$ cat src/rtl/muldiv_pkg.sv
// Shared definitions for the multiply/divide sequencer: op codes, FSM states,
// divider iteration count and a conditional-negate helper.
package muldiv_pkg;

    localparam logic [2:0] OP_MULT  = 3'd0;
    localparam logic [2:0] OP_MULTU = 3'd1;
    localparam logic [2:0] OP_DIV   = 3'd2;
    localparam logic [2:0] OP_DIVU  = 3'd3;
    localparam logic [2:0] OP_MTHI  = 3'd4;
    localparam logic [2:0] OP_MTLO  = 3'd5;

    localparam int DIV_ITER = 32;

    typedef enum logic [1:0] {IDLE, MUL, DIV, DFIX} state_t;

    function automatic logic [31:0] neg_if(input logic neg, input logic [31:0] v);
        return neg ? (~v + 32'd1) : v;
    endfunction

endpackage

$ cat src/rtl/muldiv_ctrl_div_iter.sv
// Unsigned restoring divider: one quotient bit per clock, DIV_ITER clocks after start.
// The quotient register starts holding the dividend and shifts it out MSB first.
module div_iter
    import muldiv_pkg::*;
(
    input  logic        clk,
    input  logic        clear,
    input  logic        start,
    input  logic [31:0] dividend,
    input  logic [31:0] divisor,
    output logic [31:0] quotient,
    output logic [31:0] remainder,
    output logic        last
);

    logic [5:0]  cnt;
    logic        running;
    logic [31:0] dvs;
    logic [32:0] shifted;
    logic        fits;

    assign shifted = {remainder, quotient[31]};
    assign fits    = shifted >= {1'b0, dvs};
    assign last    = running && (cnt == 6'(DIV_ITER - 1));

    always_ff @(posedge clk) begin
        if (clear) begin
            running   <= 1'b0;
            cnt       <= '0;
            quotient  <= '0;
            remainder <= '0;
            dvs       <= '0;
        end else if (start) begin
            running   <= 1'b1;
            cnt       <= '0;
            quotient  <= dividend;
            remainder <= '0;
            dvs       <= divisor;
        end else if (running) begin
            remainder <= fits ? 32'(shifted - {1'b0, dvs}) : shifted[31:0];
            quotient  <= {quotient[30:0], fits};
            cnt       <= last ? 6'd0 : cnt + 6'd1;
            if (last)
                running <= 1'b0;
        end
    end

endmodule

$ cat src/rtl/muldiv_ctrl.sv
// Multiply/divide sequencer owning architectural HI/LO. Multiplies use an external
// combinational multiplier as a MULT_LAT-cycle path; divides use div_iter.
module muldiv_ctrl
    import muldiv_pkg::*;
#(
    parameter int MULT_LAT = 3
) (
    input  logic        clk,
    input  logic        reset,
    input  logic        i_start,
    input  logic [2:0]  i_op,
    input  logic [31:0] i_opr1,
    input  logic [31:0] i_opr2,
    input  logic        i_flush,
    output logic [31:0] o_mult_opr1,
    output logic [31:0] o_mult_opr2,
    output logic        o_mult_unsigned,
    input  logic [31:0] i_mult_hi,
    input  logic [31:0] i_mult_lo,
    output logic        o_busy,
    output logic        o_done,
    output logic [31:0] o_hi,
    output logic [31:0] o_lo
);

    localparam logic [3:0] CNT_INIT = 4'(MULT_LAT - 1);

    state_t      state, state_n;
    logic [3:0]  cnt;
    logic        mul_go, mul_cap, div_go, div_wr, mt_hi, mt_lo;
    logic        s_q, s_r, dz;
    logic [31:0] dvd_orig;
    logic        div_signed;
    logic [31:0] quo, rem;
    logic        div_last;

    assign div_signed = (i_op == OP_DIV);

    div_iter u_div (
        .clk       (clk),
        .clear     (reset | i_flush),
        .start     (div_go),
        .dividend  (neg_if(div_signed && i_opr1[31], i_opr1)),
        .divisor   (neg_if(div_signed && i_opr2[31], i_opr2)),
        .quotient  (quo),
        .remainder (rem),
        .last      (div_last)
    );

    // Flush wins over issue and over a same-cycle capture.
    always_comb begin
        state_n = state;
        mul_go  = 1'b0;
        mul_cap = 1'b0;
        div_go  = 1'b0;
        div_wr  = 1'b0;
        mt_hi   = 1'b0;
        mt_lo   = 1'b0;
        if (i_flush) begin
            state_n = IDLE;
        end else begin
            case (state)
                IDLE: if (i_start) begin
                    case (i_op)
                        OP_MULT, OP_MULTU: begin state_n = MUL; mul_go = 1'b1; end
                        OP_DIV,  OP_DIVU:  begin state_n = DIV; div_go = 1'b1; end
                        OP_MTHI: mt_hi = 1'b1;
                        OP_MTLO: mt_lo = 1'b1;
                        default: ;
                    endcase
                end
                MUL: if (cnt == 4'd0) begin
                    mul_cap = 1'b1;
                    state_n = IDLE;
                end
                DIV: if (div_last) state_n = DFIX;
                DFIX: begin
                    div_wr  = 1'b1;
                    state_n = IDLE;
                end
                default: state_n = IDLE;
            endcase
        end
    end

    always_ff @(posedge clk) begin
        if (reset) begin
            state           <= IDLE;
            cnt             <= '0;
            o_busy          <= 1'b0;
            o_done          <= 1'b0;
            o_hi            <= '0;
            o_lo            <= '0;
            o_mult_opr1     <= '0;
            o_mult_opr2     <= '0;
            o_mult_unsigned <= 1'b0;
            s_q             <= 1'b0;
            s_r             <= 1'b0;
            dz              <= 1'b0;
            dvd_orig        <= '0;
        end else begin
            state  <= state_n;
            o_busy <= (state_n != IDLE);
            o_done <= mul_cap | div_wr | mt_hi | mt_lo;
            if (mul_go) begin
                o_mult_opr1     <= i_opr1;
                o_mult_opr2     <= i_opr2;
                o_mult_unsigned <= (i_op == OP_MULTU);
                cnt             <= CNT_INIT;
            end else if (state == MUL && cnt != 4'd0) begin
                cnt <= cnt - 4'd1;
            end
            if (div_go) begin
                s_q      <= div_signed && (i_opr1[31] ^ i_opr2[31]);
                s_r      <= div_signed && i_opr1[31];
                dz       <= (i_opr2 == 32'd0);
                dvd_orig <= i_opr1;
            end
            if (mt_hi) o_hi <= i_opr1;
            if (mt_lo) o_lo <= i_opr1;
            if (mul_cap) begin
                o_hi <= i_mult_hi;
                o_lo <= i_mult_lo;
            end
            // Divide by zero skips sign fixup: LO all ones, HI the raw dividend.
            if (div_wr) begin
                o_hi <= dz ? dvd_orig     : neg_if(s_r, rem);
                o_lo <= dz ? 32'hFFFFFFFF : neg_if(s_q, quo);
            end
        end
    end

endmodule

$ cat config.mk
export PLATFORM = sky130hd
export DESIGN_NAME = muldiv_ctrl
export DESIGN_NICKNAME = d
export VERILOG_FILES = /design/src/rtl/muldiv_pkg.sv /design/src/rtl/muldiv_ctrl_div_iter.sv /design/src/rtl/muldiv_ctrl.sv
export SDC_FILE = /design/constraint.sdc
export NUM_CORES = 1
export LEC_CHECK = 0
export ABC_AREA = 0
export BUFFER_PORTS_ARGS = -buffer_cell sky130_fd_sc_hd__clkbuf_2
export CAP_MARGIN = 20
export CORE_MARGIN = 4
export CORE_UTILIZATION = 57
export DETAILED_ROUTE_END_ITERATION = 16
export PLACE_DENSITY = 0.81
export SLEW_MARGIN = 20
export SYNTH_ARGS = -nofsm -noshare
export SYNTH_HDL_FRONTEND = slang
export SYNTH_HIERARCHICAL = 1
export SYNTH_SLANG_ARGS = --single-unit
$ cat constraint.sdc
create_clock -name clk -period 3.35 [get_ports clk]
set_input_delay 0.8375 -clock clk [delete_from_list [all_inputs] [get_ports clk]]
set_output_delay 0.8375 -clock clk [all_outputs]
set_load 0.02 [all_outputs]
==> results.yml, run 1 <==
setup_path:
  crit_path_start_kind: "flop"
  crit_buf_inv: 3
  cp-end-kind: "flop"
  ff2ff_path_depth: 12
  worstPathArrival_ps: 3410
  cpMaxStageDelayCell: "ha_1"
  r2r_setup_slack_ps: 370
  crit_required_ps: 3780
  path_max_fanout: 28
  critical_path_depth: 12
  slowest_delay_ps: 400
  crit_family: "simple AND/OR/NAND/NOR gates"
  critical_path_class: "flop to flop"
  cpMostUsedCell: "a21oi_1"
  crit_chain: "inv_1 > ha_1 > and3_1 > and2_1 > nand3_1 > nor2_1 > a21oi_1 > o41ai_4 > buf_12 > buf_4 > mux2i_1 > a21oi_1"
final_layout:
  finalNetCount: 2531
  area.sequential_um2: 5510
  syn_to_final_growth_pct: 17.1
  final_common_cell: "nand2_1"
  multiInputGateArea_um2: 9790
  diodes: 0
  drive_above_1_share_pct: 17.2
  layout_common_cells: "351 x nand2_1, 277 x a21oi_1, 274 x dfxtp_1"
  fillers: 2372
grt:
  grt_max_degree: 161
  grt_usage_pct: 36.4
  grt_pass1_wl_mm: 90.1
  antenna_found_initial: 0
  grt_overflow: 0
  grt_pass1_vias: 15750
timing:
  period_minus_slack_ps: 2980
  tns_ps: 0
  rsz0062_at_grt: "no"
  slew_viol_final: 0
  finalHoldViolCount: 0
  worstMarginPinSlew_ps: 1160
  maxSlewHeadroom_pct: 22.7
  fmax_ghz: 0.335
  setup_viol: 0
  finalCritPeriodShare_pct: 89.0
  finClkSkew_ps: 15.1
  timing.hold.ws_ps: 454
power_and_ir_drop:
  p_per_area_nw_per_um2: 403
  power_frac_comb_pct: 14.4
  ir_worst_vdd_uv: 474
  p_sw_mw: 2.10
  power_switching_share_pct: 27.6
  power_frac_seq_pct: 44.4
  clkPwrFrac_pct: 41.2
  intPower_mw: 5.51
  p_leak_nw: 7.84
  power_mw: 7.61
floorplanning:
  start_util_pct: 57.9
  num_io_pins: 266
  die_area_um2: 31100
  die_h_um: 176
  die_w_um: 176
  core_region_area_um2: 27900
  std_cell_rows: 61
routing:
  detail_route.first_pass.iterations: 7
  drt_iter0_drc: 2493
  wl_per_cell_um: 21.9
  vias: 17375
  route.detailed.drc: 0
  ant_nets: 0
  finalWirelength_mm: 60.3
  routed_via_density: 6.31
clock_tree:
  post_cts_buffers: 0
  clock-root-buffer: "clkbuf_16"
  cts.repair.resized: 0
  clock_latency_ps: 570
  cts_tree: "built"
  cts_sinks: 275
  htreeDepth: 1
  clk_pin_slew_ps: 60
  postCtsHoldBufs: 0
  clk_path_buf_depth: 3
  cts_inserted_buffers: 29
logic_synthesis:
  synth_edf_count: 0
  ys_top_cells_by_area: "dfxtp_1 34%, a21oi_1 8.6%, nand2_1 8.2%"
  synth-seq-cells: 275
  yosysSeqAreaShare_pct: 34.1
  syn_inst: 2142
  synthDominantCellAreaShare_pct: 34.1
  synthArstFlopShare_pct: 0
  avgSynthCellArea_um2: 7.53
  yosysTopAreaCell: "dfxtp_1"
  yosysUniqueCellTypes: 81
  synth_flop_cell: "dfxtp_1"
  synthesis.area_um2: 16100
  synth_nets: 2316
  yosys_warnings: 6
hold_path:
  hold_depth: 2
  hp-class: "flop to flop"
run_status:
  status: "finished clean"
place:
  gp_congestion: 1.02
  portBuffers: 265
  place_hpwl_mm: 45.1
job:
  drv_cap: 0
-- cell type report --
class	count	area share [%]
clock buffer	45	4.42
clock inverter	6	0.371
inverter	63	1.27
multi-input combinational	1648	51.8
sequential	275	29.2
tap	378	2.50
timing repair buffer	340	10.5
-- through the flow --
stage,std cells,cell area [µm²],worst slack (ps),utilization [%]
after detailed placement,2704,18000,190,64.6
after floorplan,2142,16100,565,-
after global routing,2755,18900,204,67.8
after global placement,2704,18000,165,64.6
after CTS,2755,18900,385,67.8
final,2755,18900,367,67.8
-- registers in the layout (all words and copies together) (netlist names) --
register	cells
o_mult_unsigned	1
cnt	4
o_done	1
o_lo	32
o_mult_opr2	32
u_div/quotient	32
state	2
o_hi	32
dvd_orig	32
o_busy	1
dz	1
s_q	1
s_r	1
u_div/cnt	6
u_div/dvs	32
o_mult_opr1	32
u_div/remainder	32
u_div/running	1
-- kinds of logic after synthesis --
family | synth area share, %
AO/OA/AOI/OAI | 22.0
XOR/XNOR | 7.65
adder cells (fa/ha/maj) | 3.07
buffers and inverters | 5.27
flip-flops | 34.1
multiplexers | 6.18
AND/OR/NAND/NOR | 21.7
-- worst paths after layout --
path,startpoint,endpoint
hold / removal,o_mult_opr2[10],o_mult_opr2[10]
hold reg to reg,o_mult_opr2[10],o_mult_opr2[10]
setup reg to reg,u_div/dvs[22],u_div/remainder[4]
setup / recovery,u_div/dvs[22],u_div/remainder[4]
-- worst register-to-register path, delay by kind of cell (launching register included) --
kind	cells	cell delay, ps
and+or+nand+nor	4	740
buffers and inverters	3	570
AOI/OAI and AO/OA	3	560
adders and majority gates	1	400
DFF	1	330
muxes	1	240
-- routing by layer --
layer	vias to the layer above	track usage, %	part of all wire (%)
li1	7972	-	-
met1	8069	48.7	39
met2	1135	57.4	44
met3	199	5.46	11
met4	0	18.8	6.1
met5	-	0	0
-- synthesized netlist by cell type (all sizes together), types with 12 or more instances --
cell,count
inv,61
nand4,16
a31oi,21
o31ai,24
o211ai,24
and2,14
nor2,205
mux2i,94
a21o,16
ha,38
dfxtp,275
nand2b,12
o41ai,15
a211oi,31
nor4,19
buf,32
xor2,79
or3,19
o21ai,93
nor3,39
clkbuf,124
xnor2,62
or4,13
nand2,353
a21oi,279
nand3,53
-- power groups by stage --
stage | Clock [mW] | Sequential (mW) | Combinational (mW)
after floorplan | 0 | 3.49 | 0.609
after global placement | 0 | 3.45 | 1.05
after detailed placement | 0 | 3.45 | 1.06
after CTS | 3.13 | 3.38 | 1.07
after global routing | 3.28 | 3.38 | 1.17
final | 3.13 | 3.38 | 1.10
Note: power is estimated with default switching activity, not from simulation.
==> run 2: changes to the inputs <==
MAX_ROUTING_LAYER = met4   (was unset)
==> run 2 against run 1 <==
Against the previous run: sequential share of layout area about the same; cell area rose by 0.11%; fmax barely moved; critical path type unchanged; cell count grew 0.15%; flip-flop and latch count stayed put.
==> results.yml, run 2 (same netlist as run 1, synthesis figures left out) <==
run_status:
  status: "finished clean"
final_layout:
  layout_common_cells: "351 x nand2_1, 277 x a21oi_1, 274 x dfxtp_1"
  fillers: 2385
  final_common_cell: "nand2_1"
  finalNetCount: 2535
  drive_above_1_share_pct: 17.4
  syn_to_final_growth_pct: 17.2
setup_path:
  path_max_fanout: 9
  crit_path_start_kind: "flop"
  crit_required_ps: 3760
  reg2reg_from: "u_div/dvs[12]"
  rr_endpoint: "u_div/remainder[16]"
  worstPathArrival_ps: 3390
  crit_end: "u_div/remainder[16]"
  critical_path_class: "flop to flop"
  r2r_setup_slack_ps: 370
  startpoint: "u_div/dvs[12]"
  cp-end-kind: "flop"
  ff2ff_path_depth: 11
clock_tree:
  htreeDepth: 1
  post_cts_buffers: 0
  clk_path_buf_depth: 3
  clk_pin_slew_ps: 60
  postCtsHoldBufs: 0
  cts_inserted_buffers: 30
  clock_latency_ps: 560
  cts.repair.resized: 0
  cts_sinks: 275
  clock-root-buffer: "clkbuf_16"
  cts_tree: "built"
timing:
  fmax_ghz: 0.336
  worstMarginPinSlew_ps: 992
  maxSlewHeadroom_pct: 33.8
  rsz0062_at_grt: "no"
  finalCritPeriodShare_pct: 89.0
  tns_ps: 0
  slew_viol_final: 0
  finalHoldViolCount: 0
  finClkSkew_ps: 20.5
  setup_viol: 0
  period_minus_slack_ps: 2980
grt:
  grt_pass1_vias: 15702
  grt_pass1_wl_mm: 91.7
  grt_max_degree: 68
  grt_usage_pct: 38.4
  antenna_found_initial: 1
  grt_overflow: 0
routing:
  vias: 17267
  drt_iter0_drc: 1928
  routed_via_density: 6.26
  finalWirelength_mm: 60.8
  detail_route.first_pass.iterations: 8
  ant_nets: 0
  wl_per_cell_um: 22.0
  route.detailed.drc: 0
floorplanning:
  num_io_pins: 266
  start_util_pct: 57.9
  die_h_um: 176
  core_region_area_um2: 27900
  die_area_um2: 31100
  die_w_um: 176
  std_cell_rows: 61
power_and_ir_drop:
  power_mw: 7.73
  p_per_area_nw_per_um2: 409
  p_leak_nw: 7.84
  ir_worst_vdd_uv: 464
place:
  portBuffers: 265
  gp_congestion: 1.03
  place_hpwl_mm: 45.9
hold_path:
  hp-class: "flop to flop"
job:
  drv_cap: 0
[run 2: worst max-delay path, stage by stage, from the launching register on]
cell and delay (ps):
dfxtp_1 360, inv_1 90, ha_1 450, nand4_1 210, o21ai_1 170, a31oi_1 70
o21ai_2 150, a21oi_1 150, o41ai_4 600, buf_4 300, mux2i_1 210, a21oi_1 80
[run 2: final cells by class]
type                            instances  area, µm²  share of cell area, %
Sequential cell                       275       5510                   29.1
Tap cell                              378        473                   2.50
Clock buffer                           45        848                   4.49
Multi-Input combinational cell       1648       9790                   51.8
Antenna cell                            1       2.50                 0.0132
Clock inverter                          6       97.6                  0.516
Inverter                               63        239                   1.26
Timing Repair Buffer                  343       1950                   10.3
[run 2: metrics by stage]
step	utilization, %	area (µm²)	std cells	setup WS [ps]	hold slack [ps]
CTS	67.9	18900	2758	379	451
detailed placement	64.5	18000	2707	272	443
global placement	64.5	18000	2707	23.5	438
floorplan	-	16100	2142	565	433
global route	67.9	18900	2759	118	465
finish	67.9	18900	2759	370	454
[run 2: worst min path at each step]
stage,startpoint,endpoint,slack [ps],cells after the start
finish,dvd_orig[5],dvd_orig[5],450,2
global route,dvd_orig[9],dvd_orig[9],470,2
CTS,dvd_orig[5],dvd_orig[5],450,2
detailed placement,dvd_orig[5],dvd_orig[5],440,2
global placement,dvd_orig[5],dvd_orig[5],440,2
floorplan,dvd_orig[5],dvd_orig[5],430,2
[run 2: where the power goes]
part           switching, mW  internal (mW)  total (mW)
combinational          0.699          0.396        1.09
sequential            0.0458           3.33        3.38
clock                   1.36           1.89        3.25
total                   2.10           5.62        7.73
[run 2: layer usage]
metal	track usage [%]	wire length, µm	part of all wire [%]
met3	5.57	6320	10
met2	59.9	27300	45
met5	-	0	0
met4	17.1	3320	5.5
met1	49.9	23800	39
==> run 3: changes to the inputs <==
BUFFER_PORTS_ARGS = -buffer_cell sky130_fd_sc_hd__buf_2   (was -buffer_cell sky130_fd_sc_hd__clkbuf_2)
==> run 3 against run 2 <==
Against the previous run: via count is 0.32% higher; cell count shrank 0.33%; clock skew is 7.1 ps lower; sequential power is essentially flat; non-clock buffer count shrank 13; worst setup slack better by 7.6 ps; critical path type unchanged; largest cell class unchanged.
==> results.yml, run 3 (same netlist as run 1, synthesis figures left out) <==
timing:
  tns_ps: 0
  finalCritPeriodShare_pct: 88.7
  worstMarginPinSlew_ps: 1160
  slew_viol_final: 0
  finClkSkew_ps: 13.4
  fmax_ghz: 0.336
  setup_viol: 0
  finalHoldViolCount: 0
  period_minus_slack_ps: 2970
  rsz0062_at_grt: "no"
  maxSlewHeadroom_pct: 22.6
floorplanning:
  std_cell_rows: 61
  num_io_pins: 266
  start_util_pct: 57.9
  die_h_um: 176
  core_region_area_um2: 27900
  die_area_um2: 31100
  die_w_um: 176
job:
  drv_cap: 0
hold_path:
  hp-start: "o_lo[1]"
  hold_depth: 2
  hp-class: "flop to flop"
  worstHoldEndpoint: "o_lo[1]"
routing:
  vias: 17322
  route.detailed.drc: 0
  finalWirelength_mm: 59.7
  drt_iter0_drc: 2278
  routed_via_density: 6.30
  detail_route.first_pass.iterations: 6
  ant_nets: 0
  wl_per_cell_um: 21.7
clock_tree:
  cts_tree: "built"
  clk_pin_slew_ps: 60
  clk_path_buf_depth: 3
  clock-root-buffer: "clkbuf_16"
  post_cts_buffers: 0
  clock_latency_ps: 580
  cts.repair.resized: 0
  postCtsHoldBufs: 0
  cts_sinks: 275
  htreeDepth: 1
  cts_inserted_buffers: 29
final_layout:
  finalCoreUtilization_pct: 67.8
  syn_to_final_growth_pct: 17.0
  drive_above_1_share_pct: 17.2
  fin_cells: 2750
  final_common_cell: "nand2_1"
  layout_common_cells: "351 x nand2_1, 277 x a21oi_1, 274 x dfxtp_1"
  finalNetCount: 2521
  fin_area_um2: 18900
place:
  gp_congestion: 1.03
  placed_area_um2: 17900
  dp.cells: 2694
  place_hpwl_mm: 44.8
  portBuffers: 265
setup_path:
  reg2reg_from: "u_div/quotient[31]"
  crit_path_start_kind: "flop"
  ff2ff_path_depth: 12
  critical_path_class: "flop to flop"
  rr_endpoint: "u_div/remainder[14]"
  worstPathArrival_ps: 3420
  r2r_setup_slack_ps: 380
  crit_required_ps: 3800
  startpoint: "u_div/quotient[31]"
  cp-end-kind: "flop"
  path_max_fanout: 41
grt:
  grt_pass1_vias: 15777
  antenna_found_initial: 2
  grt_overflow: 0
  grt_max_degree: 68
  grt_usage_pct: 37.4
  grt_pass1_wl_mm: 90.0
run_status:
  status: "finished clean"
power_and_ir_drop:
  ir_worst_vdd_uv: 402
  p_per_area_nw_per_um2: 414
  p_leak_nw: 7.90
==> run 3: cell type report <==
class / count / area [µm²]
Multi-Input combinational cell: 1648 / 9790
Fill cell: 2346 / 8980
Sequential cell: 275 / 5510
Timing Repair Buffer: 330 / 1880
Clock buffer: 40 / 817
Tap cell: 378 / 473
Inverter: 63 / 239
Clock inverter: 14 / 171
Antenna cell: 2 / 5.00
==> run 3: worst max path at each step <==
stage                                to  slack (ps)  cells past startpoint
CTS                 u_div/remainder[14]         400                     11
detailed placement   u_div/quotient[29]         240                      8
finish              u_div/remainder[14]         380                     12
floorplan                 u_div/dvs[11]         560                      8
global route                    o_lo[2]         190                      9
global placement          u_div/dvs[26]         310                      9
==> run 3: worst max-delay path, stage by stage (launching register included) <==
cell and delay (ps):
dfxtp_1 430, inv_1 70, ha_1 230, nand2b_1 180, a21oi_1 180, o21ai_1 140
o21ai_2 270, a21oi_1 160, o41ai_4 350, buf_12 280, mux2_1 360, mux2i_1 140
nor2_1 50
==> run 3: stage by stage <==
stage | worst slack [ps] | hold slack [ps] | power (mW)
floorplan | 565 | 433 | 4.10
global placement | 306 | 438 | 4.48
detailed placement | 243 | 443 | 4.49
CTS | 399 | 452 | 7.79
global route | 191 | 469 | 8.04
finish | 377 | 451 | 7.82
==> run 3: per-layer routing <==
| layer | track usage (%) | wire (µm) | vias to the layer above |
|---|---|---|---|
| li1 | - | - | 7941 |
| met1 | 47.0 | 23000 | 8053 |
| met2 | 57.8 | 26400 | 1114 |
| met3 | 5.87 | 6340 | 214 |
| met4 | 20.5 | 3970 | 0 |
| met5 | - | 0 | - |
==> run 3: power breakdown <==
part / leakage (nW) / switching [mW] / internal (mW) / total, mW
combinational: 5.20 / 0.691 / 0.388 / 1.08
sequential: 2.22 / 0.0444 / 3.33 / 3.38
clock: 0.481 / 1.42 / 1.95 / 3.37
total: 7.90 / 2.16 / 5.66 / 7.82
